`src/rtl/n_pg_stage.sv`:
```
// Registered bit-level inverted propagate/generate stage for the Knowles prefix adder.
// Define N_PG_SKID_EN to add a second (skid) entry and a registered in_ready.
module n_pg_stage #(
    parameter int WIDTH = 32
) (
    input  logic             clk,
    input  logic             n_rst,
    input  logic             in_valid,
    output logic             in_ready,
    input  logic [WIDTH-1:0] a,
    input  logic [WIDTH-1:0] b,
    input  logic             cin,
    output logic             out_valid,
    input  logic             out_ready,
    output logic [WIDTH-1:0] n_P,
    output logic [WIDTH-1:0] n_G,
    output logic [WIDTH-1:0] hs
);

    logic [WIDTH-1:0] pg_n_p;
    logic [WIDTH-1:0] pg_n_g;
    logic [WIDTH-1:0] pg_hs;
    logic             in_xfer;
    logic             out_xfer;

    // NOTE: every signal assigned in always_comb gets a value on every path, so no latch is inferred.
    always_comb begin
        pg_hs     = a ^ b;
        pg_n_p    = ~pg_hs;
        pg_n_g    = ~(a & b);
        // Bit 0 carries cin as generate, so its propagate is forced to 0.
        pg_n_p[0] = 1'b1;
        pg_n_g[0] = ~((a[0] & b[0]) | (pg_hs[0] & cin));
    end

    assign in_xfer  = in_valid & in_ready;
    assign out_xfer = out_valid & out_ready;

`ifdef N_PG_SKID_EN

    localparam logic [1:0] ST_EMPTY = 2'd0;
    localparam logic [1:0] ST_ONE   = 2'd1;
    localparam logic [1:0] ST_TWO   = 2'd2;

    logic [1:0]       state;
    logic [1:0]       state_nxt;
    logic             in_ready_q;
    logic             load_in;
    logic             load_skid;
    logic             promote;
    logic [WIDTH-1:0] skid_n_p;
    logic [WIDTH-1:0] skid_n_g;
    logic [WIDTH-1:0] skid_hs;

    always_comb begin
        state_nxt = state;
        load_in   = 1'b0;
        load_skid = 1'b0;
        promote   = 1'b0;
        case (state)
            ST_EMPTY: begin
                if (in_xfer) begin
                    load_in   = 1'b1;
                    state_nxt = ST_ONE;
                end
            end
            ST_ONE: begin
                if (in_xfer && out_xfer) begin
                    load_in = 1'b1;
                end else if (in_xfer) begin
                    load_skid = 1'b1;
                    state_nxt = ST_TWO;
                end else if (out_xfer) begin
                    state_nxt = ST_EMPTY;
                end
            end
            ST_TWO: begin
                if (out_xfer) begin
                    promote   = 1'b1;
                    state_nxt = ST_ONE;
                end
            end
            default: state_nxt = ST_EMPTY;
        endcase
    end

    // NOTE: sequential state uses non-blocking assignments so every register samples pre-edge values.
    always_ff @(posedge clk or negedge n_rst) begin
        if (!n_rst) begin
            state      <= ST_EMPTY;
            in_ready_q <= 1'b0;
        end else begin
            state      <= state_nxt;
            in_ready_q <= (state_nxt != ST_TWO);
        end
    end

    // NOTE: the data registers are reset too, because their cleared value (P=0, G=0) is observable.
    always_ff @(posedge clk or negedge n_rst) begin
        if (!n_rst) begin
            skid_n_p <= '1;
            skid_n_g <= '1;
            skid_hs  <= '0;
            n_P      <= '1;
            n_G      <= '1;
            hs       <= '0;
        end else begin
            if (load_skid) begin
                skid_n_p <= pg_n_p;
                skid_n_g <= pg_n_g;
                skid_hs  <= pg_hs;
            end
            if (load_in) begin
                n_P <= pg_n_p;
                n_G <= pg_n_g;
                hs  <= pg_hs;
            end else if (promote) begin
                n_P <= skid_n_p;
                n_G <= skid_n_g;
                hs  <= skid_hs;
            end
        end
    end

    assign in_ready  = in_ready_q;
    assign out_valid = (state != ST_EMPTY);

`else

    // Holds in_ready low until the first edge after reset release.
    logic armed;

    always_ff @(posedge clk or negedge n_rst) begin
        if (!n_rst) begin
            armed     <= 1'b0;
            out_valid <= 1'b0;
        end else begin
            armed <= 1'b1;
            if (in_xfer) begin
                out_valid <= 1'b1;
            end else if (out_xfer) begin
                out_valid <= 1'b0;
            end
        end
    end

    always_ff @(posedge clk or negedge n_rst) begin
        if (!n_rst) begin
            n_P <= '1;
            n_G <= '1;
            hs  <= '0;
        end else if (in_xfer) begin
            n_P <= pg_n_p;
            n_G <= pg_n_g;
            hs  <= pg_hs;
        end
    end

    assign in_ready = armed & (~out_valid | out_ready);

`endif

endmodule

```
`config.mk`:
```
export PLATFORM = sky130hd
export DESIGN_NAME = n_pg_stage
export DESIGN_NICKNAME = d
export VERILOG_FILES = /design/src/rtl/n_pg_stage.sv
export SDC_FILE = /design/constraint.sdc
export NUM_CORES = 1
export LEC_CHECK = 0
export ABC_AREA = 0
export CAP_MARGIN = 25
export CELL_PAD_IN_SITES_DETAIL_PLACEMENT = 0
export CELL_PAD_IN_SITES_GLOBAL_PLACEMENT = 2
export CORE_AREA = 2 2 180 94
export DETAILED_ROUTE_END_ITERATION = 8
export DIE_AREA = 0 0 182 96
export PLACE_DENSITY = 0.9
export SYNTH_ARGS = -nofsm -noshare
export SYNTH_HDL_FRONTEND = slang
export SYNTH_SLANG_ARGS = --single-unit
```
`constraint.sdc`:
```
create_clock -name clk -period 1.65 [get_ports clk]
set_input_delay 0.33 -clock clk [delete_from_list [all_inputs] [get_ports clk]]
set_output_delay 0.33 -clock clk [all_outputs]
set_load 0.01 [all_outputs]
```
==> flow_summary.toml, run 1 <==
[outcome]
outcome = "finished, final reports clean"

[power]
p_leak_nw = 3.37
vdd_drop_max_uv = 481
power_frac_comb_pct = 27.5
powerDensity_nw_per_um2 = 1130
netSwitchingFraction_pct = 27.5
p_seq_share_pct = 45.1
p_clk_share_pct = 27.4
p_int_mw = 5.36
p_switching_mw = 2.04

[flow_run]
max-cap-violations = 0

[yosys]
synth.cell_area_um2 = 4350
ys_ff_latch = 97
async_flop_share_pct = 100
syn_area_per_cell_um2 = 14.3
synthCells = 304
yosys_warnings = 0
ys_types = 17
synth-seq-area-share_pct = 57.6
synth_enable_flop_cells = 0
ys.flop_type = "dfstp_2"

[global_route]
antenna_found_initial = 0
use_met1_pct = 14.9
first_global_vias = 3070
grt_use_met3_pct = 5.79
grt_usage_pct = 11.6
grt-busiest-layer = "met2"
grt_max_degree = 98
grt_overflow = 0
grtUsageMet2_pct = 17.4
grt_pass1_wl_mm = 15.7

[floorplan]
core_um2 = 15900
io_pins = 167
fp.dieW_um = 182
rows = 33
die_y_um = 96
dieArea_um2 = 17500
initial_utilization_pct = 27.3

[sta]
setup_violations = 0
max_freq_mhz = 625
grt_setup_unrepaired = "no"
maxSlewViolCount = 0
period_needed_ns = 1.60
slew_headroom_pct = 65.1
skew_ns = 0.00774
fin_crit_sh_pct = 97.0
worst_slew_pin_slew_ns = 0.523
hold_viol_final = 0

[layout]
final_core_util_pct = 41.0
final_common_cell = "clkdlybuf4s50_1"
design_area_um2 = 6540
area_growth_pct = 50.3
final_cell_mix = "clkdlybuf4s50_1 (99), dfstp_2 (63), dlygate4sd2_1 (63)"
drive_gt1_share_pct = 27.5
fillers = 1543
diodes = 0
fin_nets = 594

[route]
wl_mm = 9.76
viasPerCell = 3.97
wl_per_cell_um = 13.8
drt_pre_antenna_iters = 4
drtAntennaViolNets = 0
drtIter0Drc = 106
drc = 0
vias = 2810

[clocking]
clkTransAtPathRegs_ns = 0.07
clkLatencyLatePin_ns = 0.34
root_buffer = "clkbuf_16"
cts_tree = "built"
cts_max_path_buffers = 2
cts.sinks = 97
numCtsBuffers = 9
htree_num_levels = 3
hold_buffers = 0

[critical_path]
reg2reg_slack_ns = 0.27
worst-path-buf-inv = 1
critPathMaxStageDelay_ns = 0.58
cpLargestDelayFamily = "buffers and inverters"
worst-path-max-fanout = 2
required_ns = 1.32
worstSetupPathType = "reg -> out"
startpoint_type = "register"
critPathSlowestCell = "clkdlybuf4s50_1"
critPathCaptureType = "primary output"
path_cells = "clkdlybuf4s50_1"
crit_arrival_ns = 1.27

[worst_hold_path]
hold_class = "in -> async"

[place]
routabilityCongestion = 0.733
hpwl_mm = 7.47
portBuffers = 165
postPlaceCellArea_um2 = 6330
==> repair_timing <==
item,in CTS,in global routing
setup endpoints to repair,64,2
resized for setup,64,2
pin swaps,0,0
buffers inserted,0,0
==> final cells by class <==
type                            count  area [µm²]  area share [%]
Timing Repair Buffer              188        1800            27.4
Inverter                           62         233            3.56
Sequential cell                    97        2510            38.3
Multi-Input combinational cell    135        1450            22.2
Clock buffer                       12         256            3.92
Tap cell                          210         263            4.02
Clock inverter                      4        35.0           0.536
==> power groups by stage <==
stage	Combinational (mW)	Sequential (mW)	Clock, mW
global route	2.23	3.41	2.23
finish	2.04	3.34	2.03
CTS	2.08	3.35	2.14
global placement	2.25	3.36	0
detailed placement	2.29	3.39	0
floorplan	0.643	3.61	0
==> registers in the layout, indices dropped and copies added (netlist names) <==
signal,count
n_P,31
n_G,32
armed,1
out_valid,1
hs,32
==> logic make-up (layout without fill, tap and decap cells) <==
| family | count (synthesis) | in the layout | synth area share (%) |
|---|---|---|---|
| DFF | 97 | 97 | 57.6 |
| muxes | 95 | 95 | 22.8 |
| buffers and inverters | 73 | 266 | 9.11 |
| adders and majority gates | 32 | 32 | 9.20 |
| and+or+nand+nor | 5 | 5 | 1.09 |
| other | 1 | 2 | 0.0862 |
| AOI/OAI and AO/OA | 1 | 1 | 0.115 |
==> worst reg2reg max path, cell delays in order (launching register included) <==
cell	delay [ns]
dfrtp_1	0.38
nand2b_4	0.06
buf_4	0.14
nand3_4	0.12
buf_12	0.19
buf_4	0.20
mux2i_1	0.21
==> path summary, 6_finish.rpt <==
check                           startpoint      end  depth (start not counted)
worst max-delay path                hs[19]   hs[19]                          1
worst min-delay path                 n_rst   hs[31]                          2
worst max register to register   out_valid  n_P[28]                          6
worst min register to register     n_G[18]  n_G[18]                          2
max in group asynchronous            n_rst  n_P[14]                          2
min in group clk                   n_G[18]  n_G[18]                          2
==> stage by stage <==
stage / std cells / power (mW) / TNS (ns) / hold slack [ns] / setup slack [ns]
after floorplan: 305 / 4.25 / 0 / 0.0344 / 0.405
after global placement: 692 / 5.61 / -9.86 / 0.417 / -0.245
after detailed placement: 692 / 5.68 / -11.32 / 0.429 / -0.229
after CTS: 708 / 7.57 / 0 / 0.0561 / 0.0128
after global routing: 708 / 7.88 / 0 / 0.0865 / 0.00279
final: 708 / 7.40 / 0 / 0.0299 / 0.0488
==> routing by layer <==
metal	share of wire, %	vias up
li1	-	1361
met1	47	1340
met2	42	100
met3	9.9	9
met4	0.80	0
met5	0	-
==> Yosys cell counts, types with 2 or more instances <==
library cell,number,area (µm²)
dfstp_2,63,1660
inv_1,62,233
mux2i_1,62,621
dfrtp_1,34,851
mux2_2,33,372
ha_1,32,400
buf_12,5,100
buf_6,3,33.8
buf_4,2,15.0
Power figures use the tool's default switching activity.
==> run 2, diff against run 1 <==
--- a/config.mk
+++ b/config.mk
@@ -13,6 +13,7 @@
 export DETAILED_ROUTE_END_ITERATION = 8
 export DIE_AREA = 0 0 182 96
 export PLACE_DENSITY = 0.9
+export SLEW_MARGIN = 25
 export SYNTH_ARGS = -nofsm -noshare
 export SYNTH_HDL_FRONTEND = slang
 export SYNTH_SLANG_ARGS = --single-unit
==> results of run 2 <==
No change in the layout: final DEF, timing and power equal those of run 1.
==> run 3, diff against run 2 <==
--- a/config.mk
+++ b/config.mk
@@ -9,9 +9,10 @@
 export CAP_MARGIN = 25
 export CELL_PAD_IN_SITES_DETAIL_PLACEMENT = 0
 export CELL_PAD_IN_SITES_GLOBAL_PLACEMENT = 2
-export CORE_AREA = 2 2 180 94
+export CORE_AREA = 2 2 149 78
 export DETAILED_ROUTE_END_ITERATION = 8
-export DIE_AREA = 0 0 182 96
+export DIE_AREA = 0 0 151 80
+export DONT_BUFFER_PORTS = 1
 export PLACE_DENSITY = 0.9
 export SLEW_MARGIN = 25
 export SYNTH_ARGS = -nofsm -noshare
==> run 3 against run 2 <==
  * The flow now finishes with violations (negative hold slack)
  * Highest routed layer unchanged
  * Critical endpoint is now hs[16]
  * Total power down 14%
  * Clock-buffer cell count decreased by 1
  * Register-to-register slack worse by 0.03 ns
==> flow_summary.toml, run 3 (synthesis gave the netlist of run 1 again) <==
[layout]
fin_nets = 409
area_growth_pct = 8.37
drive_gt1_share_pct = 37.1
final_core_util_pct = 43.9
layout.cells.non_filler = 458
fillers = 974
diodes = 0
final_cell_mix = "dfstp_2 (63), inv_1 (62), mux2i_1 (62)"
final_common_cell = "dfstp_2"
top_regs = "hs: 32 flops, n_G: 32 flops, n_P: 31 flops"

[critical_path]
path_cells = "nand2b_4 > nand3_4 > buf_12 > mux2_2"
worstSetupPathType = "reg -> reg"
crit_arrival_ns = 1.64
reg2reg_slack_ns = 0.24
critPathSlowestCell = "dfrtp_1"
critPathCaptureType = "register"
r2r_cells = 4
critPathMaxStageDelay_ns = 0.43
worst-path-max-fanout = 38
required_ns = 1.87
rr_startpoint = "out_valid"
startpoint_type = "register"
r2r_end = "hs[16]"

[sta]
hold_viol_final = 97
setup_violations = 0
setup_ws_ns = 0.236
hold_ws_ns = -0.312
skew_ns = 0.00699
max_freq_mhz = 707
fin_crit_sh_pct = 85.7
finalSetupTns_ns = 0
maxSlewViolCount = 0
period_needed_ns = 1.41
grt_setup_unrepaired = "no"

[clocking]
cts_tree = "built"
cts_max_path_buffers = 2
post_cts_buffers = 0
root_buffer = "clkbuf_16"
clkTransAtPathRegs_ns = 0.07
numCtsBuffers = 9
htree_num_levels = 3
clkLatencyLatePin_ns = 0.33
cts.sinks = 97
cts_resized = 0

[global_route]
antenna_found_initial = 0
grt_overflow = 0
grt_usage_pct = 13.1
grt_max_degree = 98
grt_pass1_wl_mm = 12.1
first_global_vias = 2366

[outcome]
outcome = "complete, but fails checks"
violations = "negative hold slack"

[route]
vias = 2144
drc = 0
wl_mm = 7.74
drtIter0Drc = 65
viasPerCell = 4.68
drtAntennaViolNets = 0
drt_pre_antenna_iters = 4
wl_per_cell_um = 16.9

[floorplan]
rows = 27
initial_utilization_pct = 40.5
fp.dieW_um = 151
die_y_um = 80
dieArea_um2 = 12100
core_um2 = 10700
io_pins = 167

[power]
vdd_drop_max_uv = 611
p_total_mw = 6.39
powerDensity_nw_per_um2 = 1350
p_leak_nw = 2.58

[place]
dp.cells = 442
place_ws_ns = 0.226
hpwl_mm = 5.68
routabilityCongestion = 0.677
portBuffers = 0

[worst_hold_path]
hold_class = "in -> async"

[flow_run]
max-cap-violations = 0
==> run 3: how the worst max path moves through the flow <==
stage | startpoint | end | slack (ns) | depth (start not counted)
after detailed placement | out_valid | hs[16] | 0.23 | 4
after floorplan | out_valid | hs[0] | 0.41 | 4
final | out_valid | hs[16] | 0.24 | 4
after global routing | out_valid | hs[14] | 0.19 | 4
after CTS | out_valid | in_ready | 0.22 | 2
after global placement | out_valid | hs[21] | 0.26 | 4
==> run 3: stage by stage <==
step / hold WS (ns) / area [µm²]
after floorplan: 0.0344 / 4360
after global placement: 0.0369 / 4430
after detailed placement: 0.0372 / 4430
after CTS: -0.331 / 4720
after global routing: -0.339 / 4720
final: -0.312 / 4720
==> run 3: cell type report <==
type	instances	area [µm²]	share of cell area [%]
clock buffers	11	243	5.15
clock inverters	5	40.0	0.849
inverters	62	233	4.93
multi-input cells	135	1450	30.8
flip-flops and latches	97	2510	53.1
well taps	145	181	3.85
repair buffers	3	60.1	1.27
==> run 3: layer usage <==
layer	routed length [µm]	global-route usage, %	share of wire [%]	vias to the layer above
li1	-	-	-	993
met1	3250	15.8	42	1035
met2	3280	19.5	42	106
met3	1130	8.40	15	10
met4	76	3.36	0.98	0
met5	0	0	0	-
==> run 3: critical path: cells and delay by family (launching register included) <==
kind | cells | cell delay (ns)
buffers and inverters | 1 | 0.24
flip-flops | 1 | 0.43
AND/OR/NAND/NOR | 2 | 0.22
multiplexers | 1 | 0.37
==> run 3: power by group <==
part / internal [mW] / switching, mW / total, mW
Combinational: 0.393 / 0.319 / 0.713
Sequential: 3.10 / 0.606 / 3.71
Clock: 1.08 / 0.891 / 1.97
